$ cat config.mk
export PLATFORM = sky130hd
export DESIGN_NAME = hazard_ctrl
export DESIGN_NICKNAME = d
export VERILOG_FILES = /design/src/rtl/hazard_ctrl.sv
export SDC_FILE = /design/constraint.sdc
export NUM_CORES = 1
export LEC_CHECK = 0
export BUFFER_PORTS_ARGS = -buffer_cell sky130_fd_sc_hd__buf_2
export CORE_MARGIN = 4
export CORE_UTILIZATION = 41
export CTS_BUF_LIST = sky130_fd_sc_hd__clkbuf_8
export DETAILED_ROUTE_END_ITERATION = 7
export PLACE_DENSITY = 0.62
export SLEW_MARGIN = 10
export SYNTH_ARGS = -nofsm -noshare
export SYNTH_HDL_FRONTEND = slang
export SYNTH_SLANG_ARGS = --single-unit
$ cat constraint.sdc
create_clock -name cpu_clk -period 4.45 [get_ports cpu_clk]
set_input_delay 0.2225 -clock cpu_clk [delete_from_list [all_inputs] [get_ports cpu_clk]]
set_output_delay 0.2225 -clock cpu_clk [all_outputs]
set_load 0.1 [all_outputs]
$ cat src/rtl/hazard_ctrl.sv
// Hazard controller for the five-stage RV32 pipeline: stalls, flushes, EX forwarding selects,
// the ID write-back bypass and stall/flush performance counters.
module hazard_ctrl #(
   parameter int unsigned CNT_W = 32
) (
   input  logic             cpu_clk,
   input  logic             cpu_rst,
   input  logic             id_valid,
   input  logic [4:0]       id_rs1,
   input  logic [4:0]       id_rs2,
   input  logic             id_rs1_used,
   input  logic             id_rs2_used,
   input  logic [4:0]       id_rd,
   input  logic             id_rf_we,
   input  logic             id_is_load,
   input  logic             ex_redirect,
   output logic             pc_stall,
   output logic             if_id_stall,
   output logic             if_id_flush,
   output logic             id_ex_flush,
   output logic [1:0]       ex_fwd_a,
   output logic [1:0]       ex_fwd_b,
   output logic             id_byp_a,
   output logic             id_byp_b,
   output logic [CNT_W-1:0] stall_cnt,
   output logic [CNT_W-1:0] flush_cnt
);

   typedef struct packed {
      logic       v;
      logic [4:0] rd;
      logic       we;
      logic       ld;
   } slot_t;

   slot_t            ex_q, ex_d, mem_q, wb_q;
   logic             id_bub_q, id_bub_d;
   logic [1:0]       fwd_a_q, fwd_a_d, fwd_b_q, fwd_b_d;
   logic [CNT_W-1:0] stall_cnt_q, stall_cnt_d, flush_cnt_q, flush_cnt_d;

   logic id_ok, load_use;
   logic ex_m1, ex_m2, mem_m1, mem_m2, wb_m1, wb_m2;

   function automatic logic slot_match(slot_t s, logic [4:0] rs, logic used);
      return s.v & s.we & (s.rd != 5'd0) & (s.rd == rs) & used;
   endfunction

   // Youngest producer first; a load still in EX cannot forward its data yet.
   function automatic logic [1:0] fwd_sel(logic ex_m, logic ex_ld, logic mem_m);
      if (ex_m && !ex_ld) return 2'd1;
      else if (mem_m)     return 2'd2;
      else                return 2'd0;
   endfunction

   always_comb begin
      id_ok    = id_valid & ~id_bub_q;
      ex_m1    = slot_match(ex_q, id_rs1, id_rs1_used);
      ex_m2    = slot_match(ex_q, id_rs2, id_rs2_used);
      mem_m1   = slot_match(mem_q, id_rs1, id_rs1_used);
      mem_m2   = slot_match(mem_q, id_rs2, id_rs2_used);
      wb_m1    = slot_match(wb_q, id_rs1, id_rs1_used);
      wb_m2    = slot_match(wb_q, id_rs2, id_rs2_used);
      load_use = id_ok & ex_q.ld & (ex_m1 | ex_m2);

      pc_stall    = 1'b0;
      if_id_stall = 1'b0;
      if_id_flush = 1'b0;
      id_ex_flush = 1'b0;
      if (ex_redirect) begin
         if_id_flush = 1'b1;
         id_ex_flush = 1'b1;
      end else if (load_use) begin
         pc_stall    = 1'b1;
         if_id_stall = 1'b1;
         id_ex_flush = 1'b1;
      end

      id_byp_a = wb_m1 & ~ex_m1 & ~mem_m1;
      id_byp_b = wb_m2 & ~ex_m2 & ~mem_m2;
   end

   always_comb begin
      ex_d        = id_ex_flush ? '0 : '{v: id_ok, rd: id_rd, we: id_rf_we, ld: id_is_load};
      fwd_a_d     = id_ex_flush ? 2'd0 : fwd_sel(ex_m1, ex_q.ld, mem_m1);
      fwd_b_d     = id_ex_flush ? 2'd0 : fwd_sel(ex_m2, ex_q.ld, mem_m2);
      id_bub_d    = if_id_stall ? id_bub_q : if_id_flush;
      stall_cnt_d = pc_stall ? stall_cnt_q + CNT_W'(1) : stall_cnt_q;
      flush_cnt_d = ex_redirect ? flush_cnt_q + CNT_W'(1) : flush_cnt_q;
   end

   always_ff @(posedge cpu_clk or posedge cpu_rst) begin
      if (cpu_rst) begin
         ex_q        <= '0;
         mem_q       <= '0;
         wb_q        <= '0;
         id_bub_q    <= 1'b1;
         fwd_a_q     <= 2'd0;
         fwd_b_q     <= 2'd0;
         stall_cnt_q <= '0;
         flush_cnt_q <= '0;
      end else begin
         ex_q        <= ex_d;
         mem_q       <= ex_q;
         wb_q        <= mem_q;
         id_bub_q    <= id_bub_d;
         fwd_a_q     <= fwd_a_d;
         fwd_b_q     <= fwd_b_d;
         stall_cnt_q <= stall_cnt_d;
         flush_cnt_q <= flush_cnt_d;
      end
   end

   assign ex_fwd_a  = fwd_a_q;
   assign ex_fwd_b  = fwd_b_q;
   assign stall_cnt = stall_cnt_q;
   assign flush_cnt = flush_cnt_q;

endmodule

=== Yosys cells after proc, flatten, opt, wreduce, memory -nomap -nowiden ===
Index checks and enable logic that the tools add are counted.

* Register bits after elaboration: 91
* Bits of input ports: 23
* Output and inout port bits: 74
* Logic and storage cells: 71

* Add/sub/neg operators: 2
* Equal/unequal tests: 6
* Mux-type cells: 11
* Bitwise gates (word level): 31
* Reduce and logical (&&, ||, !) cells: 6

{| class="wikitable"
|+ Operators by type and width
! cell !! number
|-
| 32-bit by 1-bit adder with 32-bit output (second input constant) || 2
|-
| 5-bit == test || 6
|-
| 1-bit AND || 25
|-
| 5-bit nonzero test || 3
|-
| 2-bit 2-to-1 mux || 6
|-
| 8-bit 2-to-1 mux || 1
|-
| 1-bit inverter || 5
|-
| 1-bit 2-to-1 mux || 4
|-
| 1-bit logical AND || 2
|-
| 1-bit zero test || 1
|-
| 1-bit bitwise OR || 1
|}

=== Logic depth before layout (Yosys ltp) ===
Gate-level depths: netlist (run 1).

* Depth in word-level cells: 9
* Mapped depth: 8
* Depth with buffers taken out: 6

=== Worst setup path before layout (run 1) ===
No wires, ideal clock.

* Path kind: flip-flop to output port
* Start point: register mem_q[3] in the netlist's numbering
* End point: output port id_byp_b
* Data arrival time: 4.364 ns
* Required time: 4.228 ns
* Setup slack: -0.137 ns
* Cell stages (with the launch flop): 5
* Path buffers: 0
* Cells stage by stage: dfrtp_1 > or4_1 > o211ai_1 > nor3_1 > nor4b_1

* Longest elaborated chain between the ends: 6
* Elaborated cells between the ends (all ways): 7
* Classes of those cells: 1 x eq/ne; 5 x bitwise; 1 x reduce/logical

{| class="wikitable"
|+ Ends and longest elaborated chain
! what !! RTL line !! RTL
|-
| from (decl) || 36 || <nowiki>slot_t ex_q, ex_d, mem_q, wb_q;</nowiki>
|-
| from (signal assigned) || 103 || <nowiki>mem_q <= ex_q;</nowiki>
|-
| 5-bit nonzero test || 45 || <nowiki>return s.v & s.we & (s.rd != 5'd0) & (s.rd == rs) & used;</nowiki>
|-
| 1-bit AND || 45 ||
|-
| 1-bit AND (*) (2 in series) || 45 ||
|-
| 1-bit inverter (*) || 79 || <nowiki>id_byp_b = wb_m2 & ~ex_m2 & ~mem_m2;</nowiki>
|-
| 1-bit AND (*) || 79 ||
|-
| to (decl) || 24 || <nowiki>output logic id_byp_b,</nowiki>
|}

Mark *: on every way between the ends. The rest lies on a longest branch, timed or not.

=== Worst setup path after layout (run 1) ===
* Start point: register ex_q[6] in the netlist's numbering
* End point: output port pc_stall

* Longest elaborated chain between the ends: 8
* Elaborated cells between the ends (all ways): 12
* Classes of those cells: 2 x eq/ne; 2 x mux; 7 x bitwise; 1 x reduce/logical

{| class="wikitable"
|+ Ends and longest elaborated chain
! what !! RTL line !! RTL
|-
| from (decl) || 36 ||
|-
| from (signal assigned) || 93 || <nowiki>ex_q <= '0;</nowiki>
|-
| from (signal assigned) || 102 || <nowiki>ex_q <= ex_d;</nowiki>
|-
| 5-bit nonzero test || 45 ||
|-
| 1-bit AND (3 in series) || 45 ||
|-
| 1-bit bitwise OR (*) || 63 || <nowiki>load_use = id_ok & ex_q.ld & (ex_m1 | ex_m2);</nowiki>
|-
| 1-bit AND (*) || 63 ||
|-
| 1-bit 2-to-1 mux (*) || 72 || <nowiki>end else if (load_use) begin</nowiki>
|-
| 1-bit 2-to-1 mux (*) || 69 || <nowiki>if (ex_redirect) begin</nowiki>
|-
| to (decl) || 17 || <nowiki>output logic pc_stall,</nowiki>
|}

Marked as above.

==> results of run 1 <==
metrics by stage:
step | area (sq um) | setup slack (ns)
6_report | 5110 | 1.63
5_1_grt | 5110 | 1.42
4_1_cts | 5110 | 1.60
3_5_place_dp | 4880 | 2.00
3_3_place_gp | 4880 | 2.07
2_1_floorplan | 4280 | 1.25
critical path, stage by stage (launching register included):
cell,delay [ns]
dfrtp_1,0.43
xor2_1,0.21
nor4_4,0.33
nand3_2,0.20
a211oi_4,0.54
buf_2,0.53
registers in the layout, summed over array words and instances (netlist names):
name	cells
mem_q	7
flush_cnt	32
ex_fwd_a	2
ex_q	8
wb_q	7
id_bub_q	1
ex_fwd_b	2
stall_cnt	32
cells by family (layout without fill, tap and decap cells):
logic type / after synthesis / count (layout) / synth area share
AO/OA/AOI/OAI: 10 / 10 / 0.0214
XOR/XNOR: 92 / 92 / 0.188
adder cells (fa/ha/maj): 2 / 2 / 0.00585
buffers and inverters: 14 / 118 / 0.0181
flip-flops: 91 / 91 / 0.533
multiplexers: 2 / 2 / 0.00527
AND/OR/NAND/NOR: 152 / 152 / 0.228
final cells by class:
type / count / area share
clock inverters: 6 / 0.0174
inverters: 5 / 0.00392
flip-flops and latches: 91 / 0.446
multi-input cells: 258 / 0.377
repair buffers: 97 / 0.0955
well taps: 136 / 0.0333
clock buffers: 10 / 0.0269
metal layers:
layer | wire [microns] | vias to the layer above | part of all wire | GRT usage
li1 | - | 1456 | - | -
met1 | 4370 | 1493 | 0.47 | 0.229
met2 | 4300 | 76 | 0.46 | 0.244
met3 | 493 | 7 | 0.053 | 0.0431
met4 | 91 | 0 | 0.0098 | 0.0396
met5 | 0 | - | 0 | 0
path summary, 6_finish.rpt:
check	slack, ns	start	cells after the start	end
max	1.63	ex_q[6]$_DFF_PP0_	5	pc_stall
min	-0.005	cpu_rst	2	flush_cnt[23]$_DFFE_PP0P_
max reg2reg	2.16	ex_q[6]$_DFF_PP0_	6	stall_cnt[22]$_DFFE_PP0P_
min reg2reg	0.39	mem_q[7]$_DFF_PP0_	0	wb_q[7]$_DFF_PP0_
max in group asynchronous	3.40	cpu_rst	3	flush_cnt[14]$_DFFE_PP0P_
min in group cpu_clk	0.07	id_rd[3]	2	ex_q[5]$_DFF_PP0_
cell usage in the layout, fill, tap and decap left out, types with 4 or more instances in the layout:
cell,n
nand3_2,4
buf_2,96
nor2_1,9
xor2_1,38
and2_1,9
nand4_1,26
inv_1,5
nor3_2,10
nor3_1,7
xnor2_1,54
nor4_2,4
and3_1,13
dfrtp_1,90
nand2_1,31
clkbuf_8,10
nand3_1,16
power groups by stage:
stage,sequential (W),clock (W),combinational [W]
after detailed placement,0.000940,0,0.000389
after global routing,0.000929,0.000676,0.000407
after CTS,0.000923,0.000641,0.000389
after global placement,0.000938,0,0.000386
after floorplan,0.00114,0,0.000109
final,0.000923,0.000620,0.000386
==> results.py, run 1 <==
metrics = {
    "floorplan": {
        "initial_core_util": 0.418,
        "die_area_sq_um": 12100,
        "die_w_microns": 110,
        "fp-row-count": 37,
        "die_h_microns": 110,
        "ioPinCount": 97,
        "core-area_sq_um": 10200,
    },
    "timing": {
        "setup_viol_count_final": 0,
        "period_needed_ns": 2.82,
        "hold_viol": 10,
        "hold_ws_ns": -0.00532,
        "maxSlewViolCount": 0,
        "worst_pin_slew_ns": 0.862,
        "final.setup_skew_ns": 0.0109,
        "relSlewSlack": 0.425,
        "rsz0062_at_grt": "false",
        "finalCritPeriodShare": 0.634,
        "finalSetupTns_ns": 0,
        "fmax_mhz": 354,
    },
    "worst_setup_path": {
        "worstSetupPathType": "reg2out",
        "cp-end-kind": "primary output",
        "cp.arrival_ns": 2.60,
        "cp_max_fo": 11,
        "cp.required_ns": 4.23,
        "worstSetupStartpointType": "flop",
    },
    "synthesis": {
        "yosysSeqAreaShare": 0.533,
        "syn-cell-area_sq_um": 4280,
        "ys_types": 46,
        "yosysMostFrequentCell": "dfrtp_1",
        "synth_area_leader_cell": "dfrtp_1",
        "synth-async-reset-ratio": 1.00,
        "syn-instance-count": 363,
        "ys.warnings.count": 0,
        "ys.flop_type": "dfrtp_1",
        "syn_avg_cell_area_sq_um": 11.8,
        "yosysTopAreaCellShare": 0.527,
        "synth_edf_count": 0,
        "ys_seq_elements": 91,
        "mappedNetlistNets": 388,
        "yosys-top-cells-area": "dfrtp_1, xnor2_1, xor2_1",
        "synth_top_cells_by_count": "dfrtp_1, xnor2_1, xor2_1, nand2_1, nand4_1",
    },
    "power_and_ir_drop": {
        "sw_frac_of_total": 0.337,
        "p_clk_frac": 0.321,
        "ir_drop_v": 0.000192,
        "p_comb_frac": 0.200,
        "switching_power_w": 0.000650,
        "cellPowerDensity_nw_per_um2": 377,
        "internal-power_w": 0.00128,
        "p_leak_nw": 2.50,
        "finalPower_w": 0.00193,
        "seqPwrFrac": 0.479,
    },
    "clocking": {
        "cts.sink_count": 91,
        "cts_buffers": 9,
        "cts_hold_buffers": 0,
        "cts_resized": 0,
        "clk_path_buf_depth": 2,
        "cts_tree": "yes",
        "clkTransAtPathRegs_ns": 0.09,
        "clk_latency_ns": 0.36,
        "h-tree-depth": 3,
        "root_buffer": "clkbuf_8",
        "cts_setup_buffers": 0,
    },
    "place": {
        "gp_congestion": 0.868,
        "dp_cells": 587,
        "numPortBuffers": 96,
        "hpwlAfterDp_mm": 6.95,
    },
    "finish": {
        "instances_no_fill": 603,
        "fillers": 969,
        "multi_input_area_sq_um": 1930,
        "drive_gt1_frac": 0.304,
        "fin_nets": 487,
        "area_delta_synth_final_pct": 19.5,
        "antenna_cells": 0,
        "fin_util": 0.499,
        "regArea_sq_um": 2280,
    },
    "global_routing": {
        "grt_pass1_vias": 3032,
        "grt.overflow.total": 0,
        "antenna_found_initial": 0,
        "grt_max_degree": 49,
        "grt_pass1_wl_mm": 15.2,
        "grt.total_usage": 0.161,
    },
    "route": {
        "vias": 3032,
        "routedWlPerCell_microns": 15.4,
        "viasPerCell": 5.03,
        "drtPass1Iterations": 4,
        "drt_iter0_drc": 91,
        "drt-total-wl_mm": 9.26,
        "drc": 0,
        "antenna_left": 0,
    },
    "outcome": {
        "status": "finished, violations left",
        "violations": "hold timing",
    },
    "min_path": {
        "worstHoldPathType": "in2async",
    },
    "run": {
        "drv_cap": 0,
    },
}
Power figures use the tool's default switching activity.
==> inputs of run 2 (changes only) <==
==> constraint.sdc (replaced) <==
create_clock -name cpu_clk -period 2.8 [get_ports cpu_clk]
set_input_delay 0.14 -clock cpu_clk [delete_from_list [all_inputs] [get_ports cpu_clk]]
set_output_delay 0.14 -clock cpu_clk [all_outputs]
set_load 0.1 [all_outputs]
==> run 2 against run 1 <==
- the flow now finishes without violations
- non-clock buffer count up 10
- power rose by 61%
- core utilization is 1.2 points higher
- critical path type unchanged
==> results.py, run 2 (same netlist as run 1, synthesis figures left out) <==
metrics = {
    "route": {
        "routedWlPerCell_microns": 15.3,
        "drc": 0,
        "drtPass1Iterations": 4,
        "vias": 3040,
        "antenna_left": 0,
        "drt_iter0_drc": 179,
        "drt-total-wl_mm": 9.40,
        "viasPerCell": 4.96,
    },
    "finish": {
        "fin_nets": 497,
        "area_delta_synth_final_pct": 22.4,
        "fillers": 961,
        "layout_commonest_cell": "buf_2",
        "antenna_cells": 0,
        "drive_gt1_frac": 0.306,
        "most-common-layout-cells": "buf_2, dfrtp_1, xnor2_1, xor2_1, nand2_1",
    },
    "global_routing": {
        "grt_max_degree": 92,
        "grt.total_usage": 0.159,
        "grt.overflow.total": 0,
        "grt_pass1_wl_mm": 15.0,
        "antenna_found_initial": 0,
        "grt_pass1_vias": 2958,
    },
    "worst_setup_path": {
        "worstSetupStartpointType": "flop",
        "path_cells": "xor2_1 -> nor4_4 -> nand3_2 -> a211oi_4 -> buf_2",
        "crit_slowest_cell": "buf_2",
        "cp-end-kind": "primary output",
        "cp.depth": 5,
        "critPathTopFamily": "simple AND/OR/NAND/NOR gates",
        "worstSetupPathType": "reg2out",
        "r2r_end": "stall_cnt[25]$_DFFE_PP0P_",
        "cp.arrival_ns": 2.47,
        "crit_buf_inv": 1,
        "rr_startpoint": "ex_q[6]$_DFF_PP0_",
        "rr_worst_depth": 6,
        "max_stage_delay_ns": 0.51,
        "cp.required_ns": 2.66,
        "cp_max_fo": 7,
        "rrSetupSlack_ns": 0.53,
    },
    "timing": {
        "setup_viol_count_final": 0,
        "finalCritPeriodShare": 0.932,
        "maxSlewViolCount": 0,
        "finalSetupTns_ns": 0,
        "final.setup_skew_ns": 0.0131,
        "relSlewSlack": 0.467,
        "fmax_mhz": 383,
        "hold_ws_ns": 0.0636,
        "worst_pin_slew_ns": 0.800,
        "period_needed_ns": 2.61,
        "rsz0062_at_grt": "false",
        "hold_viol": 0,
        "setup_ws_ns": 0.191,
    },
    "power_and_ir_drop": {
        "p_leak_nw": 2.56,
        "cellPowerDensity_nw_per_um2": 595,
        "ir_drop_v": 0.000305,
    },
    "clocking": {
        "cts_tree": "yes",
        "h-tree-depth": 3,
        "cts_buffers": 9,
        "clk_latency_ns": 0.36,
        "root_buffer": "clkbuf_8",
        "clk_path_buf_depth": 2,
        "cts.sink_count": 91,
        "clkTransAtPathRegs_ns": 0.09,
    },
    "place": {
        "gp_congestion": 0.838,
        "hpwlAfterDp_mm": 7.05,
        "numPortBuffers": 96,
        "dp_slack_ns": 0.517,
    },
    "min_path": {
        "worstHoldPathType": "in2reg",
        "hp-start": "ex_redirect",
        "min_to": "id_bub_q$_DFFE_PP1N_",
        "worstHoldPathCells": 1,
    },
    "outcome": {
        "status": "finished clean",
    },
    "floorplan": {
        "fp-row-count": 37,
        "die_w_microns": 110,
        "die_h_microns": 110,
        "core-area_sq_um": 10200,
        "die_area_sq_um": 12100,
        "ioPinCount": 97,
        "initial_core_util": 0.418,
    },
    "run": {
        "drv_cap": 0,
    },
}
==> run 2: layout make-up <==
cell class              instances  area (sq um)  share of cell area
flip-flops and latches         91          2280               0.435
clock inverters                 6          93.8              0.0179
well taps                     136           170              0.0325
repair buffers                107           596               0.114
inverters                       5          20.0             0.00383
multi-input cells             258          1940               0.370
clock buffers                  10           138              0.0263
==> run 2: metal layers <==
layer	up-vias	routed length, microns	GRT usage
met3	7	532	0.0402
met2	75	4320	0.242
met5	-	0	0
met1	1484	4420	0.224
li1	1474	-	-
met4	0	117	0.0501
==> run 2: where the power goes <==
group          switching, W  internal [W]  leakage (nW)
logic              0.000492      0.000136          1.21
registers         0.0000875       0.00138          1.23
clock network      0.000484      0.000535         0.113
==> run 2: repair_timing <==
item / 4_1_cts / 5_1_grt
setup endpoints to repair: 0 / 1
endpoints found under the hold margin: 97 / 0
setup buffers: 0 / 0
hold buffers: 8 / 0
resized for setup: 0 / 1
==> run 2: worst max-delay path by stage <==
stage                                  start           to
after detailed placement   ex_q[2]$_DFF_PP0_  id_ex_flush
after global placement     ex_q[2]$_DFF_PP0_  id_ex_flush
after CTS                  ex_q[2]$_DFF_PP0_  id_ex_flush
final                      ex_q[6]$_DFF_PP0_     pc_stall
after global routing      mem_q[3]$_DFF_PP0_     id_byp_b
after floorplan            ex_q[6]$_DFF_PP0_     pc_stall
==> run 2: metrics by stage <==
stage	area [sq um]	util	std cells	power [W]
floorplan	4290	-	363	0.00198
global placement	4920	0.481	589	0.00211
detailed placement	4920	0.481	589	0.00212
CTS	5230	0.511	613	0.00314
global route	5230	0.511	613	0.00325
finish	5230	0.511	613	0.00311
